<file path="src/rtl/axi4_lite_rr_master_arbiter_if.sv">
// AXI4-Lite master-side bundle (AW, W, AR, R; no B) shared by the round-robin arbiter.
interface axi4_lite_rr_master_arbiter_if #(
    parameter int unsigned ADDR_WIDTH = 32,
    parameter int unsigned DATA_WIDTH = 32
) ();
    logic [ADDR_WIDTH-1:0] AWADDR;
    logic                  AWVALID;
    logic                  AWREADY;
    logic [DATA_WIDTH-1:0] WDATA;
    logic                  WVALID;
    logic                  WREADY;
    logic [ADDR_WIDTH-1:0] ARADDR;
    logic                  ARVALID;
    logic                  ARREADY;
    logic [DATA_WIDTH-1:0] RDATA;
    logic                  RVALID;
    logic                  RREADY;

    modport master (
        output AWADDR, AWVALID, input AWREADY,
        output WDATA,  WVALID,  input WREADY,
        output ARADDR, ARVALID, input ARREADY,
        input  RDATA,  RVALID,  output RREADY
    );

    modport slave (
        input  AWADDR, AWVALID, output AWREADY,
        input  WDATA,  WVALID,  output WREADY,
        input  ARADDR, ARVALID, output ARREADY,
        output RDATA,  RVALID,  input  RREADY
    );
endinterface

</file>
<file path="src/rtl/axi4_lite_rr_master_arbiter.sv">
// Round-robin arbiter sharing one AXI4-Lite master port among NUM_REQ requesters,
// one transaction in flight; writes finish on AW+W acceptance, reads on R acceptance.
module axi4_lite_rr_master_arbiter #(
    parameter int unsigned NUM_REQ    = 4,
    parameter int unsigned ADDR_WIDTH = 32,
    parameter int unsigned DATA_WIDTH = 32
) (
    input  logic                          ACLK,
    input  logic                          ARESET,
    input  logic [NUM_REQ-1:0]            req_valid,
    input  logic [NUM_REQ-1:0]            req_write,
    input  logic [NUM_REQ*ADDR_WIDTH-1:0] req_addr,
    input  logic [NUM_REQ*DATA_WIDTH-1:0] req_wdata,
    output logic [NUM_REQ-1:0]            req_ready,
    output logic [NUM_REQ-1:0]            rsp_valid,
    output logic [DATA_WIDTH-1:0]         rsp_rdata,
    output logic                          busy,
    axi4_lite_rr_master_arbiter_if.master m_axi
);
    localparam int unsigned IDX_W = (NUM_REQ > 1) ? $clog2(NUM_REQ) : 1;

    typedef enum logic [1:0] {IDLE, WR, RD} state_t;

    state_t                state_q, state_d;
    logic [IDX_W-1:0]      sel_q, sel_d;
    logic [IDX_W-1:0]      last_q, last_d;
    logic [ADDR_WIDTH-1:0] addr_q, addr_d;
    logic [DATA_WIDTH-1:0] wdata_q, wdata_d;
    logic                  awvalid_q, awvalid_d;
    logic                  wvalid_q, wvalid_d;
    logic                  arvalid_q, arvalid_d;
    logic                  rready_q, rready_d;
    logic [NUM_REQ-1:0]    rsp_valid_q, rsp_valid_d;
    logic [DATA_WIDTH-1:0] rsp_rdata_q, rsp_rdata_d;

    logic [ADDR_WIDTH-1:0] addr_arr  [NUM_REQ];
    logic [DATA_WIDTH-1:0] wdata_arr [NUM_REQ];
    logic                  found;
    logic [IDX_W-1:0]      pick;
    logic [IDX_W-1:0]      cand;

    always_comb begin
        for (int i = 0; i < int'(NUM_REQ); i++) begin
            addr_arr[i]  = req_addr[i*ADDR_WIDTH +: ADDR_WIDTH];
            wdata_arr[i] = req_wdata[i*DATA_WIDTH +: DATA_WIDTH];
        end
    end

    // First pending requester strictly after last_q, wrapping around.
    always_comb begin
        found = 1'b0;
        pick  = '0;
        cand  = '0;
        for (int k = 1; k <= int'(NUM_REQ); k++) begin
            cand = IDX_W'((int'(last_q) + k) % int'(NUM_REQ));
            if (!found && req_valid[cand]) begin
                found = 1'b1;
                pick  = cand;
            end
        end
    end

    always_comb begin
        state_d     = state_q;
        sel_d       = sel_q;
        last_d      = last_q;
        addr_d      = addr_q;
        wdata_d     = wdata_q;
        awvalid_d   = awvalid_q;
        wvalid_d    = wvalid_q;
        arvalid_d   = arvalid_q;
        rready_d    = rready_q;
        rsp_valid_d = '0;
        rsp_rdata_d = rsp_rdata_q;
        req_ready   = '0;

        case (state_q)
            IDLE: begin
                if (found && !ARESET) begin
                    req_ready[pick] = 1'b1;
                    sel_d           = pick;
                    last_d          = pick;
                    addr_d          = addr_arr[pick];
                    wdata_d         = wdata_arr[pick];
                    if (req_write[pick]) begin
                        state_d   = WR;
                        awvalid_d = 1'b1;
                        wvalid_d  = 1'b1;
                    end else begin
                        state_d   = RD;
                        arvalid_d = 1'b1;
                    end
                end
            end
            WR: begin
                awvalid_d = awvalid_q & ~m_axi.AWREADY;
                wvalid_d  = wvalid_q & ~m_axi.WREADY;
                if (!awvalid_d && !wvalid_d) begin
                    rsp_valid_d[sel_q] = 1'b1;
                    state_d            = IDLE;
                end
            end
            RD: begin
                if (arvalid_q && m_axi.ARREADY) begin
                    arvalid_d = 1'b0;
                    rready_d  = 1'b1;
                end
                if (rready_q && m_axi.RVALID) begin
                    rready_d           = 1'b0;
                    rsp_rdata_d        = m_axi.RDATA;
                    rsp_valid_d[sel_q] = 1'b1;
                    state_d            = IDLE;
                end
            end
            default: state_d = IDLE;
        endcase
    end

    always_ff @(posedge ACLK or posedge ARESET) begin
        if (ARESET) begin
            state_q     <= IDLE;
            sel_q       <= '0;
            last_q      <= IDX_W'(NUM_REQ - 1);
            addr_q      <= '0;
            wdata_q     <= '0;
            awvalid_q   <= 1'b0;
            wvalid_q    <= 1'b0;
            arvalid_q   <= 1'b0;
            rready_q    <= 1'b0;
            rsp_valid_q <= '0;
            rsp_rdata_q <= '0;
        end else begin
            state_q     <= state_d;
            sel_q       <= sel_d;
            last_q      <= last_d;
            addr_q      <= addr_d;
            wdata_q     <= wdata_d;
            awvalid_q   <= awvalid_d;
            wvalid_q    <= wvalid_d;
            arvalid_q   <= arvalid_d;
            rready_q    <= rready_d;
            rsp_valid_q <= rsp_valid_d;
            rsp_rdata_q <= rsp_rdata_d;
        end
    end

    assign m_axi.AWADDR  = addr_q;
    assign m_axi.AWVALID = awvalid_q;
    assign m_axi.WDATA   = wdata_q;
    assign m_axi.WVALID  = wvalid_q;
    assign m_axi.ARADDR  = addr_q;
    assign m_axi.ARVALID = arvalid_q;
    assign m_axi.RREADY  = rready_q;
    assign rsp_valid     = rsp_valid_q;
    assign rsp_rdata     = rsp_rdata_q;
    assign busy          = (state_q != IDLE);
endmodule

</file>
<file path="src/flat_wrapper.sv">
// flat-port wrapper written by rule: the top's interface ports become plain ports
module axi4_lite_rr_master_arbiter_flat 
#(
    parameter int unsigned NUM_REQ    = 4,
    parameter int unsigned ADDR_WIDTH = 32,
    parameter int unsigned DATA_WIDTH = 32
)
  (ACLK, ARESET, req_valid, req_write, req_addr, req_wdata, req_ready, rsp_valid, rsp_rdata, busy, m_axi_AWADDR, m_axi_AWVALID, m_axi_AWREADY, m_axi_WDATA, m_axi_WVALID, m_axi_WREADY, m_axi_ARADDR, m_axi_ARVALID, m_axi_ARREADY, m_axi_RDATA, m_axi_RVALID, m_axi_RREADY);
  axi4_lite_rr_master_arbiter_if #(.ADDR_WIDTH(ADDR_WIDTH), .DATA_WIDTH(DATA_WIDTH)) m_axi_i ();
  input  logic ACLK;
  input  logic ARESET;
  input  logic [NUM_REQ-1:0] req_valid;
  input  logic [NUM_REQ-1:0] req_write;
  input  logic [NUM_REQ*ADDR_WIDTH-1:0] req_addr;
  input  logic [NUM_REQ*DATA_WIDTH-1:0] req_wdata;
  output logic [NUM_REQ-1:0] req_ready;
  output logic [NUM_REQ-1:0] rsp_valid;
  output logic [DATA_WIDTH-1:0] rsp_rdata;
  output logic busy;
  output wire logic [$bits(m_axi_i.AWADDR)-1:0] m_axi_AWADDR;
  output wire logic [$bits(m_axi_i.AWVALID)-1:0] m_axi_AWVALID;
  input wire logic [$bits(m_axi_i.AWREADY)-1:0] m_axi_AWREADY;
  output wire logic [$bits(m_axi_i.WDATA)-1:0] m_axi_WDATA;
  output wire logic [$bits(m_axi_i.WVALID)-1:0] m_axi_WVALID;
  input wire logic [$bits(m_axi_i.WREADY)-1:0] m_axi_WREADY;
  output wire logic [$bits(m_axi_i.ARADDR)-1:0] m_axi_ARADDR;
  output wire logic [$bits(m_axi_i.ARVALID)-1:0] m_axi_ARVALID;
  input wire logic [$bits(m_axi_i.ARREADY)-1:0] m_axi_ARREADY;
  input wire logic [$bits(m_axi_i.RDATA)-1:0] m_axi_RDATA;
  input wire logic [$bits(m_axi_i.RVALID)-1:0] m_axi_RVALID;
  output wire logic [$bits(m_axi_i.RREADY)-1:0] m_axi_RREADY;
  assign m_axi_AWADDR = m_axi_i.AWADDR;
  assign m_axi_AWVALID = m_axi_i.AWVALID;
  assign m_axi_i.AWREADY = m_axi_AWREADY;
  assign m_axi_WDATA = m_axi_i.WDATA;
  assign m_axi_WVALID = m_axi_i.WVALID;
  assign m_axi_i.WREADY = m_axi_WREADY;
  assign m_axi_ARADDR = m_axi_i.ARADDR;
  assign m_axi_ARVALID = m_axi_i.ARVALID;
  assign m_axi_i.ARREADY = m_axi_ARREADY;
  assign m_axi_i.RDATA = m_axi_RDATA;
  assign m_axi_i.RVALID = m_axi_RVALID;
  assign m_axi_RREADY = m_axi_i.RREADY;
  axi4_lite_rr_master_arbiter #(.NUM_REQ(NUM_REQ), .ADDR_WIDTH(ADDR_WIDTH), .DATA_WIDTH(DATA_WIDTH)) u_core (.ACLK(ACLK), .ARESET(ARESET), .req_valid(req_valid), .req_write(req_write), .req_addr(req_addr), .req_wdata(req_wdata), .req_ready(req_ready), .rsp_valid(rsp_valid), .rsp_rdata(rsp_rdata), .busy(busy), .m_axi(m_axi_i));
endmodule
</file>
<file path="config.mk">
export PLATFORM = sky130hd
export DESIGN_NAME = axi4_lite_rr_master_arbiter_flat
export DESIGN_NICKNAME = d
export VERILOG_FILES = /design/src/rtl/axi4_lite_rr_master_arbiter_if.sv /design/src/rtl/axi4_lite_rr_master_arbiter.sv /design/src/flat_wrapper.sv
export SDC_FILE = /design/constraint.sdc
export NUM_CORES = 1
export LEC_CHECK = 0
export CORE_AREA = 2 2 173 175
export DETAILED_ROUTE_END_ITERATION = 8
export DIE_AREA = 0 0 175 177
export PLACE_DENSITY_LB_ADDON = 0.08
export SETUP_SLACK_MARGIN = 0.2
export SLEW_MARGIN = 20
export SYNTH_ARGS = -nofsm -noshare
export SYNTH_HDL_FRONTEND = slang
export SYNTH_SLANG_ARGS = --single-unit
</file>
<file path="constraint.sdc">
create_clock -name ACLK -period 5.29 [get_ports ACLK]
set_input_delay 1.058 -clock ACLK [delete_from_list [all_inputs] [get_ports ACLK]]
set_output_delay 1.058 -clock ACLK [all_outputs]
set_load 0.02 [all_outputs]
</file>
==> summary.md <==
| Metric | Value |
|---|---|
| Status | `finished with violations` |
| Failing checks | `DRC` |
| Syn avg cell area | `10.5 sq um` |
| Fin. Hold Viols | `0` |
| Reg-to-reg slack, setup | `2370 ps` |
| Pwr dens | `511 mW/mm^2` |
| Ys flop type | `dfrtp_1` |
| Routed Antenna Nets | `0` |
| Path type of the worst min-delay path | `reg -> reg` |
| Max-cap violations | `0` |
| Compound-cell area share of the yosys netlist | `19.5%` |
| Die area | `0.0310 sq mm` |
| R2R depth | `7` |
| Max clock buf depth | `2` |
| # Post-CTS Setup Buffers | `0` |
| Post_cts resized | `0` |
| Core Footprint | `0.0292 sq mm` |
| Port Buffer Count | `442` |
| Via/cell ratio | `4.53` |
| Drc violations | `3` |
| Largest family of logic cells by synthesized area | `compound AO/OA/AOI/OAI gates` |
| Fmax | `223 MHz` |
| R2R Path End | `u_core.m_axi.WDATA[0]` |
| Worst hold endpoint | `u_core.m_axi.WDATA[2]` |
| Worst-Margin Slew | `942 ps` |
| Ports | `443` |
| TritonCTS clock tree | `yes` |
| Clock group share of total power | `13.3%` |
| Num CTS Buffers | `9` |
| Setup ws final | `806 ps` |
| Grt total ovfl | `0` |
| Die width | `175 um` |
| Num Clock Sinks | `110` |
| Switching power share of the total | `41.8%` |
| Unrepaired setup endpoints after global routing | `false` |
| CP arrival | `3430 ps` |
| GRT Resource Usage Total | `17.8%` |
| RR Startpoint | `u_core.last_q[0]` |
| Site row count | `63` |
| Post-synthesis xor/xnor area fraction | `0%` |
| Combinational share of power | `59.8%` |
| Mux contribution to synthesized area | `17.9%` |
| Register area share after synthesis | `45.7%` |
| Synthesis Warnings | `0` |
| Tmin final | `4480 ps` |
| Largest net degree at the start of global routing | `64` |
| Critical Path RT | `4230 ps` |
| Cell Area, Synth | `0.00603 sq mm` |
| Internal Pwr Total | `3250 uW` |
| Met2 usage | `31.7%` |
| Ys async rst share | `100%` |
| Root Buffer | `clkbuf_16` |
| Worst Hold Launch | `u_core.m_axi.WDATA[2]` |
| Max Fanout on Critical Path | `9` |
| M3 GR Usage | `6.55%` |
| Synth Area in Adders | `0.623%` |
| Simple-Gate Fraction of Synth Area | `8.14%` |
| Initial antenna violation count | `2` |
| Worst setup SP type | `input port` |
| Switch Pwr | `2340 uW` |
| Synth area leaders | `dfrtp_1, mux2_2, a222oi_1` |
| Pre-antenna DRT Iters | `9` |
| Drt total wl | `28400 um` |
| Wire length per cell | `20.9 um` |
| Yosys reg bits | `110` |
| Setup Skew | `11.3 ps` |
| Starting Density | `20.6%` |
| Htree depth | `3` |
| Setup violators final | `0` |
| Setup WS pre-CTS | `805 ps` |
| Peak VDD IR | `0.221 mV` |
| Commonest cells in the synthesized netlist | `dfrtp_1, mux2_2, nand2_1` |
| Global-route wire length before repair | `41300 um` |
| Post-CTS Hold Fix Bufs | `0` |
| Worst setup EP type | `output port` |
| Critical path class | `in -> out` |
| Yosys top cell area share | `44.9%` |
| Vias in the first global route | `6476` |
| Die H | `177 um` |
| Met1 Track Usage GR | `20.1%` |
| HPWL after detailed placement | `21300 um` |
| Worst skew pair latency | `350 ps` |
| Final Max Slew Viols | `0` |
| Gr busiest metal | `met2` |
| Mapped Cells | `574` |
| Largest area contributor in the netlist | `dfrtp_1` |
| Share of post-route cells with drive strength above 1 | `13.8%` |
| Max transition margin | `37.0%` |
| Mapped Nets | `879` |
| Setup TNS | `0 ps` |
| Hold Path Depth | `2` |
| Count leader, synth | `dfrtp_1` |
| Routability-driven placement congestion ratio | `0.774` |
| DRT iter0 DRCs | `374` |
| Seq pwr share | `26.9%` |
| Crit share post-route | `84.8%` |
| Fin nets | `1263` |
| Synth-to-layout area growth | `81.5%` |
| Yosys cell types | `41` |
| Via count | `6133` |
| Clock transition at path regs | `80 ps` |
| Leakage | `0.00430 uW` |
| Number of flops mapped to enable cells by yosys | `0` |
-- sequential cells by signal, summed over array words and instances (netlist names) --
register / count
u_core.last_q: 2
u_core.m_axi.ARADDR: 32
u_core.m_axi.ARVALID: 1
u_core.m_axi.AWVALID: 1
u_core.m_axi.RREADY: 1
u_core.m_axi.WDATA: 32
u_core.m_axi.WVALID: 1
u_core.rsp_rdata: 32
u_core.rsp_valid: 4
u_core.sel_q: 2
u_core.state_q: 2
-- metal layers --
layer / up-vias / part of all wire, %
li1: 2906 / -
met5: - / 0.046
met2: 313 / 50
met3: 23 / 9.7
met4: 2 / 1.6
met1: 2889 / 39
-- worst max-delay path, cell delays in order --
cell and delay (ps):
clkdlybuf4s50_1 650, nor2_1 160, a21oi_1 360, and2_1 350
nand2_1 130, nor2_1 110, clkdlybuf4s50_1 600
-- layout by cell type, fill, tap and decap left out, types with 5 or more instances in the layout --
cell	instances
a21oi_1	6
a222oi_1	64
and2_1	5
buf_4	9
clkbuf_16	9
clkdlybuf4s50_1	442
dfrtp_1	108
inv_1	11
mux2_2	96
nand2_1	78
nor2_1	15
o21ai_0	67
-- cells by family after synthesis --
group,after synthesis
compound gates,158
simple gates,116
flops,110
mux,96
buf+inv,91
fa+ha+maj,3
-- power by group through the flow --
stage	Combinational (uW)	Sequential (uW)	Clock (uW)
after global routing	3610	1560	816
after CTS	3410	1520	790
after floorplan	1500	1910	0
final	3340	1500	745
after global placement	3410	1520	0
after detailed placement	3400	1530	0
-- stage by stage --
step	cell area, sq um	hold slack [ps]	util [%]	cells	total power, uW
detailed placement	10600	470	36.3	1337	4930
finish	10900	484	37.4	1354	5590
floorplan	6030	455	-	574	3400
global route	10900	507	37.4	1354	5990
CTS	10900	489	37.4	1353	5710
global placement	10600	461	36.3	1337	4930
-- worst max-delay path by stage --
stage | to | slack (ps) | start | cells past startpoint
floorplan | u_core.m_axi.ARADDR[0] | 1330 | ARESET | 1
CTS | req_ready[3] | 800 | req_valid[1] | 7
global placement | req_ready[3] | 790 | req_valid[1] | 7
detailed placement | req_ready[3] | 800 | req_valid[1] | 7
finish | req_ready[3] | 810 | req_valid[1] | 7
global route | req_ready[3] | 620 | req_valid[1] | 7
-- cell type report --
type	instances	area [sq um]
sequential	110	2760
clock buffer	10	239
tap	390	488
inverter	12	47.5
fill	2936	18300
antenna	1	2.50
clock inverter	6	76.3
timing repair buffer	452	4510
multi-input combinational	373	2820
Note: power is estimated with default switching activity, not from simulation.
